[config.mk]
export PLATFORM = sky130hd
export DESIGN_NAME = cobra_pc_fetch
export DESIGN_NICKNAME = d
export VERILOG_FILES = /design/src/rtl/cobra_pc_fetch.sv
export SDC_FILE = /design/constraint.sdc
export NUM_CORES = 1
export LEC_CHECK = 0
export BUFFER_PORTS_ARGS = -buffer_cell sky130_fd_sc_hd__buf_2
export CAP_MARGIN = 20
export CORE_MARGIN = 1
export CORE_UTILIZATION = 55
export DETAILED_ROUTE_END_ITERATION = 8
export GPL_ROUTABILITY_DRIVEN = 0
export PLACE_DENSITY = 0.88
export SLEW_MARGIN = 25
export SYNTH_ARGS = -nofsm -noshare
export SYNTH_HDL_FRONTEND = slang
export SYNTH_SLANG_ARGS = --single-unit
[constraint.sdc]
create_clock -name clk -period 5.4 [get_ports clk]
set_clock_uncertainty 0.15 [all_clocks]
set_input_delay 0.27 -clock clk [delete_from_list [all_inputs] [get_ports clk]]
set_output_delay 0.27 -clock clk [all_outputs]
set_load 0.1 [all_outputs]
[src/rtl/cobra_pc_fetch.sv]
// rtl/cobra_pc_fetch.sv - cobra program-counter and fetch sequencer (optional taken-branch counter via COBRA_BR_CNT_EN)
module cobra_pc_fetch #(
    parameter int          AW     = 32,
    parameter int          OFFS_W = 13,
    parameter logic [31:0] RST_PC = 32'h0000_0000
) (
    input  logic              clk,
    input  logic              rst_n,
    output logic              instr_req,
    output logic [AW-1:0]     instr_addr,
    input  logic              instr_ack,
    input  logic [31:0]       instr_rdata,
    output logic              instr_valid,
    output logic [31:0]       instr_out,
    input  logic              exec_done,
    input  logic              alu_c,
    input  logic              jump,
    input  logic              branch,
    input  logic [OFFS_W-1:0] offs,
    input  logic              halt,
    output logic [AW-1:0]     pc,
    output logic              halted
`ifdef COBRA_BR_CNT_EN
    ,
    output logic [15:0]       br_taken_cnt
`endif
);

    localparam logic [1:0] S_BOOT  = 2'd0;
    localparam logic [1:0] S_FETCH = 2'd1;
    localparam logic [1:0] S_EXEC  = 2'd2;
    localparam logic [1:0] S_HALT  = 2'd3;

    localparam logic [AW-1:0] RST_PC_AW = AW'(RST_PC);

    logic [1:0]    state;
    logic [AW-1:0] offs_sext;
    logic          take_target;
    logic [AW-1:0] pc_next;
    logic          done_fire;

    assign offs_sext   = {{(AW-OFFS_W){offs[OFFS_W-1]}}, offs};
    // jump and taken branch share one adder path, so jump+branch needs no arbitration
    assign take_target = jump | (branch & alu_c);
    assign pc_next     = pc + (take_target ? offs_sext : AW'(4));
    assign done_fire   = (state == S_EXEC) && exec_done;

    assign instr_addr  = pc;

    always_ff @(posedge clk or negedge rst_n) begin
        if (!rst_n) begin
            state       <= S_BOOT;
            pc          <= RST_PC_AW;
            instr_req   <= 1'b0;
            instr_valid <= 1'b0;
            instr_out   <= 32'h0;
            halted      <= 1'b0;
        end else begin
            case (state)
                S_BOOT: begin
                    state     <= S_FETCH;
                    instr_req <= 1'b1;
                end
                S_FETCH: begin
                    if (instr_ack) begin
                        instr_out   <= instr_rdata;
                        instr_valid <= 1'b1;
                        instr_req   <= 1'b0;
                        state       <= S_EXEC;
                    end
                end
                S_EXEC: begin
                    if (exec_done) begin
                        instr_valid <= 1'b0;
                        if (halt) begin
                            halted <= 1'b1;
                            state  <= S_HALT;
                        end else begin
                            pc        <= pc_next;
                            instr_req <= 1'b1;
                            state     <= S_FETCH;
                        end
                    end
                end
                default: begin
                    instr_req   <= 1'b0;
                    instr_valid <= 1'b0;
                    halted      <= 1'b1;
                end
            endcase
        end
    end

`ifdef COBRA_BR_CNT_EN
    always_ff @(posedge clk or negedge rst_n) begin
        if (!rst_n) begin
            br_taken_cnt <= 16'h0;
        end else if (done_fire && !halt && take_target && (br_taken_cnt != 16'hFFFF)) begin
            br_taken_cnt <= br_taken_cnt + 16'h1;
        end
    end
`else
    logic unused_done_fire;
    assign unused_done_fire = done_fire;
`endif

endmodule
==> impl_metrics.toml <==
[routing]
vias = 3862
drt_iter0_drc = 219
drt_wl_total_um = 10600
drc = 0
wl_per_cell_um = 15.4
ant_nets = 0
drt_pass1_iterations = 5
routed_via_density = 5.59

[grt]
grt_start_max_net_pins = 70
gr-total-overflow = 0
first_global_vias = 3571
antenna_found_initial = 0
grt_usage = 0.252
grt_pass1_wl_um = 17100

[sta]
rsz0062_at_grt = "no"
timing.final.ws_setup_ns = 2.26
fin_tns_setup_ns = 0
relSlewSlack = 0.425
setup_viol = 0
tightest_slew_ns = 0.862
drv_slew = 0
fmax_mhz = 318
layout_min_cycle_time_ns = 3.14
finalCritPeriodShare = 0.582
final_hold_viol_count = 0

[place]
place_area_sq_um = 5080
pre_cts_ws_ns = 1.97
numPortBuffers = 151
dp_cells = 674
hpwl_um = 7760

[finish]
final_cells = 691
diodes = 0
syn_to_final_growth_pct = 16.6
drive_gt1_frac = 0.380
fin_nets = 656
final_common_cell = "buf_2"
final_area_sq_um = 5300
final_cell_mix = "buf_2, dfrtp_1, nand2_1, mux2_2, nor2_1"

[synthesis]
ys_seq_area_frac = 0.380
synth_nets = 549
syn_area_sq_um = 4540
synth_top_area_cell = "dfrtp_1"
ys_seq_elements = 69
synth_top_area_share = 0.380
synth-main-ff-cell = "dfrtp_1"
synthTopCellsByArea = "dfrtp_1, mux2_2, buf_4"
yosys_warnings = 0
syn_avg_cell_area_sq_um = 9.52
async_reset_ff_frac = 1.00
synth_edf_count = 0
yosysUniqueCellTypes = 63
synth_cells = 477

[cts]
cts_tree = "built"
cts_buffers = 9
cts-root-buf = "clkbuf_8"
cts_resized = 0
cts_buffer_depth = 2
clock_sinks = 69
clk-insertion-delay-late_ns = 0.34
htreeDepth = 3
clk_pin_slew_ns = 0.08

[die]
boundaryPins = 152
num_rows = 32
core_area_sq_um = 7850
die_area_sq_um = 8630
initial_core_util = 0.579
die_height_um = 92.9
die_w_um = 92.9

[hold_path]
hold_end = "instr_out[23]"
min_path_cells = 2
hold_class = "input port to flop"
hold_start = "instr_rdata[23]"

[setup_path]
worstReg2RegStart = "instr_addr[0]"
cp_data_arrival_time_ns = 3.21
crit_type = "input port to flop"
rrSetupSlack_ns = 2.29
path_max_fanout = 17
worstPathRequired_ns = 5.47
crit_path_end_kind = "flop"
r2r-end = "instr_addr[24]"
start_kind = "input port"
reg2regPathDepth = 10

[status]
status = "finished clean"

[run]
drv_cap = 0
==> Yosys cell counts, drive strengths merged (3+ instances only) <==
| master | instances |
|---|---|
| and3 | 7 |
| o21ai | 22 |
| mux2i | 8 |
| or3 | 4 |
| dfrtp | 69 |
| a31oi | 3 |
| ha | 18 |
| a21o | 8 |
| nand2 | 58 |
| a21oi | 16 |
| o21a | 5 |
| nand4 | 8 |
| mux2 | 33 |
| nor3b | 4 |
| nand2b | 5 |
| xor2 | 11 |
| nor2 | 26 |
| xnor2 | 16 |
| or4 | 5 |
| nor3 | 9 |
| nand3 | 19 |
| nor4 | 6 |
| clkbuf | 17 |
| and2 | 18 |
| buf | 41 |
| inv | 8 |
| o31ai | 3 |
==> logic make-up after synthesis <==
logic type                 after synthesis  synth area share
and+or+nand+nor                        176             0.195
AOI/OAI and AO/OA                       79             0.133
DFF                                     69             0.380
buffers and inverters                   66            0.0868
muxes                                   41            0.0995
xor gates and xnor gates                27            0.0521
adders and majority gates               19            0.0540
==> repair_timing <==
action | CTS | global route
endpoints found under the hold margin | 5 | 0
buffers inserted | 0 | 0
hold buffers | 1 | 0
==> area by class of cell <==
class                      count  area (sq um)
timing repair buffer         154           781
inverter                       8          30.0
clock buffer                  11           151
fill                         623          2550
multi-input combinational    342          2420
sequential                    69          1730
tap                          102           128
clock inverter                 5          57.6
==> metrics by stage <==
step | util | hold slack [ns]
final | 0.675 | 0.0100
after global routing | 0.675 | 0.00508
after CTS | 0.675 | 0.00238
after detailed placement | 0.647 | 0.298
after global placement | 0.647 | 0.285
after floorplan | - | -0.176
==> worst max path at each step <==
stage | start | to | slack [ns] | cells after the start
after floorplan | instr_addr[0] | instr_addr[14] | 2.07 | 9
after global placement | branch | instr_addr[20] | 2.09 | 13
after detailed placement | branch | instr_addr[24] | 1.97 | 13
after CTS | branch | instr_addr[20] | 2.32 | 13
after global routing | branch | instr_addr[24] | 2.11 | 13
final | branch | instr_addr[24] | 2.26 | 13
==> flip-flops by register name (all words and copies together) (netlist names) <==
register and cells:
instr_valid 1, instr_req 1, halted 1, state 2, instr_addr 32, instr_out 32
==> per-layer routing <==
layer | GRT usage | vias to the layer above | part of all wire
li1 | - | 1852 | -
met1 | 0.325 | 1793 | 0.42
met2 | 0.430 | 197 | 0.48
met3 | 0.0369 | 20 | 0.079
met4 | 0.0936 | 0 | 0.018
met5 | 0 | - | 0
==> worst max-delay path: stages <==
cell and delay (ns):
buf_2 0.10, a21o_4 0.26, and2_1 0.18, ha_1 0.21, fa_1 0.43, a211o_1 0.32
a21oi_2 0.17, o211ai_2 0.14, a21o_2 0.30, o21ai_1 0.27, nor3b_1 0.24, o21ai_0 0.13
xnor2_1 0.18
Power is not shown: default switching activity piles up to over one toggle a cycle in this logic, so the estimate is an artifact.
